File: src/rtl/fifo_mc_pkg.sv
// fifo_mc_pkg: shared channel-width helper and per-channel status type for fifo_sync_mc
// Optional feature macro used across this slice: FIFO_MC_ERR_EN
package fifo_mc_pkg;
  localparam int LVL_W = 16;
  typedef struct packed {
    logic [LVL_W-1:0] level;
    logic             empty;
    logic             full;
    logic             almost_full;
  } fifo_mc_status_t;
  function automatic int cw(input int n);
    return (n > 1) ? $clog2(n) : 1;
  endfunction
endpackage

File: src/rtl/fifo_sync_mc_if.sv
// fifo_sync_mc_if: push/pop/status bundle of fifo_sync_mc
// Ports: push/push_ch/w_data, pop/pop_ch/r_data, full/empty/almost_full/level;
// err_clr/ovf/udf exist only with FIFO_MC_ERR_EN. master drives requests, slave is the FIFO.
interface fifo_sync_mc_if import fifo_mc_pkg::*; #(
  parameter int WIDTH    = 32,
  parameter int DEPTH    = 8,
  parameter int CHANNELS = 4
);
  localparam int CW = cw(CHANNELS);
  localparam int AW = $clog2(DEPTH);
  logic                       push;
  logic [CW-1:0]              push_ch;
  logic [WIDTH-1:0]           w_data;
  logic                       pop;
  logic [CW-1:0]              pop_ch;
  logic [WIDTH-1:0]           r_data;
  logic [CHANNELS-1:0]        full;
  logic [CHANNELS-1:0]        empty;
  logic [CHANNELS-1:0]        almost_full;
  logic [CHANNELS*(AW+1)-1:0] level;
`ifdef FIFO_MC_ERR_EN
  logic                       err_clr;
  logic [CHANNELS-1:0]        ovf;
  logic [CHANNELS-1:0]        udf;
`endif
  modport master (
    output push, push_ch, w_data, pop, pop_ch,
    input  r_data, full, empty, almost_full, level
`ifdef FIFO_MC_ERR_EN
    , output err_clr, input ovf, udf
`endif
  );
  modport slave (
    input  push, push_ch, w_data, pop, pop_ch,
    output r_data, full, empty, almost_full, level
`ifdef FIFO_MC_ERR_EN
    , input err_clr, output ovf, udf
`endif
  );
endinterface

File: src/rtl/fifo_mc_ctrl.sv
// fifo_mc_ctrl: one channel's pointers, level and registered flags
// Ports: clk, n_rst (sync, active-low), inc_w/inc_r accepted push/pop strobes,
// wptr/rptr, st status; err_clr/set_ovf/set_udf/ovf/udf with FIFO_MC_ERR_EN.
module fifo_mc_ctrl import fifo_mc_pkg::*; #(
  parameter int DEPTH     = 8,
  parameter int AF_THRESH = DEPTH - 2,
  localparam int AW       = $clog2(DEPTH)
) (
  input  logic            clk,
  input  logic            n_rst,
  input  logic            inc_w,
  input  logic            inc_r,
`ifdef FIFO_MC_ERR_EN
  input  logic            err_clr,
  input  logic            set_ovf,
  input  logic            set_udf,
  output logic            ovf,
  output logic            udf,
`endif
  output logic [AW-1:0]   wptr,
  output logic [AW-1:0]   rptr,
  output fifo_mc_status_t st
);
  logic [AW:0] lvl, lvl_n;
  logic        empty, full, af;
  assign lvl_n = (inc_w && !inc_r) ? lvl + 1'b1 : (!inc_w && inc_r) ? lvl - 1'b1 : lvl;
  assign st = {LVL_W'(lvl), empty, full, af};
  // flags are registered from the next level so they line up with lvl
  always_ff @(posedge clk) begin
    if (!n_rst) begin
      wptr  <= '0;
      rptr  <= '0;
      lvl   <= '0;
      empty <= 1'b1;
      full  <= 1'b0;
      af    <= 1'b0;
    end else begin
      wptr  <= wptr + AW'(inc_w);
      rptr  <= rptr + AW'(inc_r);
      lvl   <= lvl_n;
      empty <= lvl_n == '0;
      full  <= lvl_n == (AW+1)'(DEPTH);
      af    <= lvl_n >= (AW+1)'(AF_THRESH);
    end
  end
`ifdef FIFO_MC_ERR_EN
  // clear has priority over a set in the same cycle
  always_ff @(posedge clk) begin
    if (!n_rst) begin
      ovf <= 1'b0;
      udf <= 1'b0;
    end else begin
      ovf <= err_clr ? 1'b0 : ovf | set_ovf;
      udf <= err_clr ? 1'b0 : udf | set_udf;
    end
  end
`endif
endmodule

File: src/rtl/fifo_sync_mc.sv
// fifo_sync_mc: single-clock multi-channel FIFO sharing one storage array addressed {channel, pointer}
// Ports: clk, n_rst (sync, active-low), bus (fifo_sync_mc_if.slave: push/pop requests,
// combinational r_data of pop_ch, per-channel full/empty/almost_full/level).
// FIFO_MC_ERR_EN adds sticky per-channel ovf/udf with err_clr.
module fifo_sync_mc import fifo_mc_pkg::*; #(
  parameter int WIDTH     = 32,
  parameter int DEPTH     = 8,
  parameter int CHANNELS  = 4,
  parameter int AF_THRESH = DEPTH - 2
) (
  input logic           clk,
  input logic           n_rst,
  fifo_sync_mc_if.slave bus
);
  localparam int AW = $clog2(DEPTH);
  localparam int CW = cw(CHANNELS);
  logic [WIDTH-1:0] mem [(2**CW)*DEPTH];
  logic [AW-1:0]    wptr [CHANNELS];
  logic [AW-1:0]    rptr [CHANNELS];
  fifo_mc_status_t  st [CHANNELS];
  logic             push_ok, pop_ok;
`ifdef FIFO_MC_ERR_EN
  logic [CHANNELS-1:0] ovf_v, udf_v;
  assign bus.ovf = ovf_v;
  assign bus.udf = udf_v;
`endif
  assign push_ok    = n_rst && bus.push && !bus.full[bus.push_ch];
  assign pop_ok     = n_rst && bus.pop && !bus.empty[bus.pop_ch];
  assign bus.r_data = mem[{bus.pop_ch, rptr[bus.pop_ch]}];
  always_ff @(posedge clk)
    if (push_ok) mem[{bus.push_ch, wptr[bus.push_ch]}] <= bus.w_data;
  always_comb begin
    bus.full        = '0;
    bus.empty       = '0;
    bus.almost_full = '0;
    bus.level       = '0;
    for (int c = 0; c < CHANNELS; c++) begin
      bus.full[c]               = st[c].full;
      bus.empty[c]              = st[c].empty;
      bus.almost_full[c]        = st[c].almost_full;
      bus.level[c*(AW+1) +: AW+1] = st[c].level[AW:0];
    end
  end
  for (genvar c = 0; c < CHANNELS; c++) begin : g_ch
    logic inc_w, inc_r;
    assign inc_w = push_ok && bus.push_ch == CW'(c);
    assign inc_r = pop_ok && bus.pop_ch == CW'(c);
    fifo_mc_ctrl #(.DEPTH(DEPTH), .AF_THRESH(AF_THRESH)) u_ctrl (
      .clk     (clk),
      .n_rst   (n_rst),
      .inc_w   (inc_w),
      .inc_r   (inc_r),
`ifdef FIFO_MC_ERR_EN
      .err_clr (bus.err_clr),
      .set_ovf (bus.push && bus.push_ch == CW'(c) && st[c].full),
      .set_udf (bus.pop && bus.pop_ch == CW'(c) && st[c].empty),
      .ovf     (ovf_v[c]),
      .udf     (udf_v[c]),
`endif
      .wptr    (wptr[c]),
      .rptr    (rptr[c]),
      .st      (st[c])
    );
  end
endmodule
File: src/flat_wrapper.sv
// flat-port wrapper written by rule: the top's interface ports become plain ports
module fifo_sync_mc_flat import fifo_mc_pkg::*;
#(
  parameter int WIDTH     = 32,
  parameter int DEPTH     = 8,
  parameter int CHANNELS  = 4,
  parameter int AF_THRESH = DEPTH - 2
)
  (clk, n_rst, bus_push, bus_push_ch, bus_w_data, bus_pop, bus_pop_ch, bus_r_data, bus_full, bus_empty, bus_almost_full, bus_level);
  fifo_sync_mc_if #(.WIDTH(WIDTH), .DEPTH(DEPTH), .CHANNELS(CHANNELS)) bus_i ();
  input logic clk;
  input logic n_rst;
  input wire logic [$bits(bus_i.push)-1:0] bus_push;
  input wire logic [$bits(bus_i.push_ch)-1:0] bus_push_ch;
  input wire logic [$bits(bus_i.w_data)-1:0] bus_w_data;
  input wire logic [$bits(bus_i.pop)-1:0] bus_pop;
  input wire logic [$bits(bus_i.pop_ch)-1:0] bus_pop_ch;
  output wire logic [$bits(bus_i.r_data)-1:0] bus_r_data;
  output wire logic [$bits(bus_i.full)-1:0] bus_full;
  output wire logic [$bits(bus_i.empty)-1:0] bus_empty;
  output wire logic [$bits(bus_i.almost_full)-1:0] bus_almost_full;
  output wire logic [$bits(bus_i.level)-1:0] bus_level;
  assign bus_i.push = bus_push;
  assign bus_i.push_ch = bus_push_ch;
  assign bus_i.w_data = bus_w_data;
  assign bus_i.pop = bus_pop;
  assign bus_i.pop_ch = bus_pop_ch;
  assign bus_r_data = bus_i.r_data;
  assign bus_full = bus_i.full;
  assign bus_empty = bus_i.empty;
  assign bus_almost_full = bus_i.almost_full;
  assign bus_level = bus_i.level;
  fifo_sync_mc #(.WIDTH(WIDTH), .DEPTH(DEPTH), .CHANNELS(CHANNELS), .AF_THRESH(AF_THRESH)) u_core (.clk(clk), .n_rst(n_rst), .bus(bus_i));
endmodule
File: config.mk
export PLATFORM = sky130hd
export DESIGN_NAME = fifo_sync_mc_flat
export DESIGN_NICKNAME = d
export VERILOG_FILES = /design/src/rtl/fifo_mc_pkg.sv /design/src/rtl/fifo_sync_mc_if.sv /design/src/rtl/fifo_mc_ctrl.sv /design/src/rtl/fifo_sync_mc.sv /design/src/flat_wrapper.sv
export SDC_FILE = /design/constraint.sdc
export NUM_CORES = 1
export LEC_CHECK = 0
export ABC_CLOCK_PERIOD_IN_PS = 6600
export BUFFER_PORTS_ARGS = -buffer_cell sky130_fd_sc_hd__buf_2
export CAP_MARGIN = 20
export CORE_AREA = 2 2 236 412
export CTS_BUF_LIST = sky130_fd_sc_hd__clkbuf_2 sky130_fd_sc_hd__clkbuf_4 sky130_fd_sc_hd__clkbuf_8
export DETAILED_ROUTE_END_ITERATION = 7
export DIE_AREA = 0 0 238 414
export GPL_ROUTABILITY_DRIVEN = 0
export PLACE_DENSITY_LB_ADDON = 0.3
export SKIP_CTS_REPAIR_TIMING = 1
export SYNTH_ARGS = -nofsm -noshare
export SYNTH_HDL_FRONTEND = slang
export SYNTH_SLANG_ARGS = --single-unit
File: constraint.sdc
create_clock -name clk -period 6.6 [get_ports clk]
set_clock_uncertainty 0.2 [all_clocks]
set_input_delay 0.99 -clock clk [delete_from_list [all_inputs] [get_ports clk]]
set_output_delay 0.99 -clock clk [all_outputs]
set_load 0.005 [all_outputs]
Word-level counts from Yosys, hierarchy flattened
Memories as Yosys holds them, arrays and structs flattened. Index checks and enable logic that the tools add are counted.

Add/subtract/negate cells: 16. $mul: 0. Divide/modulo/power cells: 0. Order comparisons: 8. Eq/ne operators: 10. Shifts and indexed selects: 0. Multiplexer cells: 20. Bitwise operators: 2. Reduce and logical (&&, ||, !) cells: 36.

Operator list (number): 4-bit two-way mux (8); 3-bit by 1-bit adder with 3-bit output (8); 1-bit logical AND (20); 4-bit by 1-bit adder with 4-bit output, second input constant (4); 4-bit equality test, second input constant (4); 4-bit by 3-bit >= comparator with 1-bit output, second input constant (4); 4-bit zero test (4); 4-bit by 1-bit subtractor with 4-bit output, second input constant (4); 3-bit binary-select mux with 2-bit select (2); 3-bit two-way mux (4); 1-bit zero test (10); 2-bit equality test, second input constant (4); 3-bit >= comparator, second input constant (2); 2-bit by 3-bit less-than comparator with 1-bit output, second input constant (2); 2-bit NOT with 3-bit output (2); 1-bit binary-select mux with 2-bit select (2); 2-bit by 1-bit equality test with 1-bit output, second input constant (2); 2-bit zero test (2); 1-bit two-way mux (4).

Bits in registers: 52. Bits in latches: 0. Memory bits (writable): 1024. ROM bits: 0. Output and inout port bits: 60. Word-level logic and storage cells: 117. Memories kept: 1.

Memories: u_core.mem (depth 32, width 32, rd ports 1, clocked after Yosys merged registers in 0, wr ports 1, line fifo_sync_mc.sv:17) `logic [WIDTH-1:0] mem [(2**CW)*DEPTH];`.

Depth between registers and ports, before layout
Depth in word-level cells: 10. Depth in mapped cells: 9. Mapped depth without buffers: 6.

By module
From an unflattened synthesis, not the netlist that was laid out.

Cells, all modules: 2719. Area total of the unflattened synthesis: 43484.2 um2.

By module, submodules not included: fifo_sync_mc (times used 1, cells an instance 2419, area an instance 40571.4 um2, seq. area each 30749.5 um2); fifo_mc_ctrl (times used 4, cells an instance 75, area an instance 728.2 um2, seq. area each 260.2 um2).

Least setup slack after synthesis
OpenSTA, ideal clock, no wires.

Path type: input port to flip-flop. Start point: input port bus_push_ch[0]. End point: memory u_core.mem[13][0] (enable). Setup time: 0.421 ns. Arrival: 3.635 ns. Data required time: 5.979 ns. Slack: 2.344 ns. Stages on the path: 5. Path through: clkbuf_1 > mux4_2 > nor3b_1 > nand2_1 > nor2_1.

Longest elaborated chain between the ends: 6. Elaborated cells between the ends (all ways): 10. Classes of those cells: 7 x mux; 1 x bitwise; 2 x reduce/logical.

RTL lines: start, declared (line flat_wrapper.sv:14) `input wire logic [$bits(bus_i.push_ch)-1:0] bus_push_ch;`; 1-bit binary-select mux with 2-bit select (line fifo_sync_mc.sv:27) `assign push_ok = n_rst && bus.push && !bus.full[bus.push_ch];`; 1-bit two-way mux (not written as such) (line fifo_sync_mc.sv:27); 1-bit zero test (line fifo_sync_mc.sv:27); 1-bit logical AND (line fifo_sync_mc.sv:27); 1-bit two-way mux (line fifo_sync_mc.sv:31) `if (push_ok) mem[{bus.push_ch, wptr[bus.push_ch]}] <= bus.w_data;`; 1-bit two-way mux (not written as such) (line fifo_sync_mc.sv:31); end, declared (line fifo_sync_mc.sv:17).

Parallel ways exist; a longest one is shown, timed or not. The select of a mux whose other input is x is not followed.

Final worst setup path
Start point: input port bus_pop_ch[0]. End point: output port bus_r_data[22].

Longest elaborated chain between the ends: 5.

RTL lines: start, declared (line flat_wrapper.sv:17) `input wire logic [$bits(bus_i.pop_ch)-1:0] bus_pop_ch;`; 2-bit NOT with 3-bit output (not written as such) (line fifo_sync_mc.sv:29) `assign bus.r_data = mem[{bus.pop_ch, rptr[bus.pop_ch]}];`; 3-bit binary-select mux with 2-bit select (line fifo_sync_mc.sv:29); 3-bit two-way mux (not written as such) (2 in series) (line fifo_sync_mc.sv:29); memory 32 x 32 bit (*); end, declared (line flat_wrapper.sv:18) `output wire logic [$bits(bus_i.r_data)-1:0] bus_r_data;`.

Mark *: on every way between the ends. The rest lies on a longest branch, timed or not. The select of a mux whose other input is x is not followed.

==> impl_results.md <==
- Mean post-synth cell area: ~18 um2
- DRC: 0
- Layout cells sized above 1: between 10% and 20%
- CTS tree: done
- First-pass GRT wire length: ~160000 um
- Pwr per Cell Area: 275 nW/um2
- 1st-iter DRT viols: approximately 2.1k
- Seq/Total Area, Yosys: between 70% and 80%
- Die width: 238 um
- Yosys cell types: 60
- Outcome: finished, final reports clean
- Detailed Route WL: around 110000 um
- Post-synth ARST share: 0%
- Final hold slack: around 0.32 ns
- Vias in the first global route: 24.0k
- Fin crit share: ~84%
- Clk Tree Root Cell: clkbuf_8
- Final setup violation count: 0
- Worst path required time: approximately 5.4 ns
- Synth Flop Type: edfxtp_1
- Post-Syn Instances: ~2.4k
- Post-route ant nets: 0
- Post-layout util: between 50% and 60%
- Final Critical Period: 5.52 ns
- CP peak stage delay: 0.95 ns
- Most frequent cells in the layout: 1024 x edfxtp_1, 452 x mux2i_1, 155 x clkbuf_8
- Arrival time at the worst endpoint: 4.33 ns
- Seq cells post-synth: approximately 1.1k
- Pre-CTS setup slack: 1.06 ns
- FF/Latch Area: around 32000 um2
- Largest net degree at the start of global routing: between 80 and 90
- Placed cells: approximately 3.7k
- Clock slew at reported path FFs: about 0.060 ns
- Commonest non-fill, non-tap cell in the layout: edfxtp_1
- Drt pass-1 iters: 5
- H-tree Lvls: 4
- Pleak: between 15 and 20 nW
- Synthesized area: between 40000 and 50000 um2
- TNS Setup: 0 ns
- Synth warn: 0
- Pins Over Slew Limit: 0
- Wirelength per Cell: 28.5 um
- Post-DP HPWL: roughly 65000 um
- Area growth from synthesis to layout: 12.4%
- CP Cell Sequence: buf_2 -> mux4_4 -> nor2_4 -> buf_12 -> a221oi_1 -> a22oi_1 -> nand4_1 -> buf_2
- Row Count: 150
- Relative slew slack: around a quarter
- Critical path start-end classification: in2out
- Final nets: about 2.7k
- Critical path endpoint category: primary output
- Inserted Clock Buffers: ~150
- Worst Path Max Fanout: 44
- Tot GR Track Use: between 20% and 30%
- Maxcap violations: 0
- Initial antenna violation count: 6
- Syn_nets: 2489
- Hold Violations, Final: 0
- Slowest-stage cell, CP: mux4_4
- Startpoint Class: input port
- Worst slew pin tran: 1.11 ns
- Chip height: between 400 and 500 um
- Layout Cells excl Fill: around 4k
- Input/output buffers: between 90 and 100
- Area of the multi-input gates: roughly 10000 um2
- Via count of the routed design: around 23k
- Worst hold-check path type: reg2reg
- Routed vias/inst: about 5.9
- PnR worst setup slack: about 1.1 ns
- Number of enable flip-flop cells after synthesis: 1024
- Grt ovf: 0
- Starting Density: between 40% and 50%
- Clock insertion delay at the later pin of the skew report: 0.84 ns
- Die Area: between 90000 and 100000 um2
- Unrepaired setup endpoints after global routing: false
- Maximum vdd ir drop: around 0.17 mV
- Clock Tree Buf Depth: 3
- Top Ports: 100
- Core Region: about 95000 um2
- Max Fclk: ~180 MHz
- Clk sinks: ~1.1k
- Most used cell, CP: buf_2
- Fillers: between 7k and 8k
[power breakdown]
part	internal, mW	leakage, nW	total (mW)	switching, mW
logic	0.119	4.08	0.414	0.295
clock network	2.68	1.58	5.20	2.52
registers	7.50	9.63	7.53	0.0252
total	10.3	15.3	13.1	2.84
[layer usage]
metal | wire [um] | share of wire, % | GRT usage (%) | up-vias
li1 | - | - | - | 10100
met1 | 42100 | 38 | 27.3 | 11900
met2 | 58100 | 52 | 39.8 | 1004
met3 | 7380 | 6.6 | 4.30 | 229
met4 | 4510 | 4.0 | 10.1 | 0
met5 | 0 | 0 | 0 | -
[kinds of logic (layout without fill, tap and decap cells)]
| group | Yosys count | in the layout | synth area share (%) |
|---|---|---|---|
| DFF | 1076 | 1076 | 74.9 |
| muxes | 525 | 525 | 12.7 |
| AOI/OAI and AO/OA | 331 | 331 | 6.16 |
| and+or+nand+nor | 275 | 275 | 3.14 |
| buffers and inverters | 173 | 467 | 1.98 |
| adders and majority gates | 24 | 24 | 0.707 |
| xor gates and xnor gates | 21 | 21 | 0.433 |
| other | 0 | 3 | 0 |
[state kept, by name (all words and copies together), names as in the netlist]
register / flops
u_core.mem: 1024
u_core.g_ch.u_ctrl.full: 4
u_core.g_ch.u_ctrl.wptr: 12
u_core.g_ch.u_ctrl.af: 4
u_core.g_ch.u_ctrl.empty: 4
u_core.g_ch.u_ctrl.rptr: 12
u_core.g_ch.u_ctrl.lvl: 16
[per-stage QoR]
stage,cell area (um2),total power [mW]
2_1_floorplan,42500,7.85
3_3_place_gp,44700,8.07
3_5_place_dp,44700,8.09
4_1_cts,47700,13.2
5_1_grt,47700,13.5
6_report,47700,13.1
[synthesized netlist by cell type, types with 6 or more instances]
cell,instances,area [um2]
a221oi_1,95,832
a22oi_1,130,976
and2_1,25,156
buf_1,6,22.5
buf_2,61,305
buf_4,25,188
clkbuf_1,58,218
dfxtp_1,52,1040
edfxtp_1,1024,30700
ha_1,24,300
inv_1,20,75.1
mux2_1,23,259
mux2_2,43,484
mux2i_1,454,4540
nand2_1,112,420
nand4_1,34,213
nor2_1,58,218
nor3_1,7,35.0
o211ai_1,67,503
xnor2_1,17,149
[path summary, 6_finish.rpt]
path                                            start                                        to  slack [ns]  cells after the start
max                                     bus_pop_ch[0]                            bus_r_data[22]        1.08                      8
min          u_core.g_ch[2].u_ctrl.wptr[2]$_SDFF_PN0_  u_core.g_ch[2].u_ctrl.wptr[2]$_SDFF_PN0_        0.32                      2
max reg2reg  u_core.g_ch[1].u_ctrl.wptr[1]$_SDFF_PN0_              u_core.mem[28][27]$_DFFE_PP_        2.78                      5
min reg2reg  u_core.g_ch[2].u_ctrl.wptr[2]$_SDFF_PN0_  u_core.g_ch[2].u_ctrl.wptr[2]$_SDFF_PN0_        0.32                      2
[worst max-delay path, delay by kind of cell]
| family | cells | cell delay [ns] |
|---|---|---|
| compound gates | 2 | 0.42 |
| simple gates | 2 | 0.98 |
| buf+inv | 3 | 0.93 |
| mux | 1 | 0.95 |
[area by class of cell]
class                           instances  share of cell area, %
Antenna cell                            3                 0.0157
Clock buffer                          203                   5.22
Clock inverter                         74                   1.11
Inverter                               20                  0.157
Multi-Input combinational cell       1176                   21.3
Sequential cell                      1076                   66.6
Tap cell                             1216                   3.19
Timing Repair Buffer                  170                   2.46
Note: power is estimated with default switching activity, not from simulation.
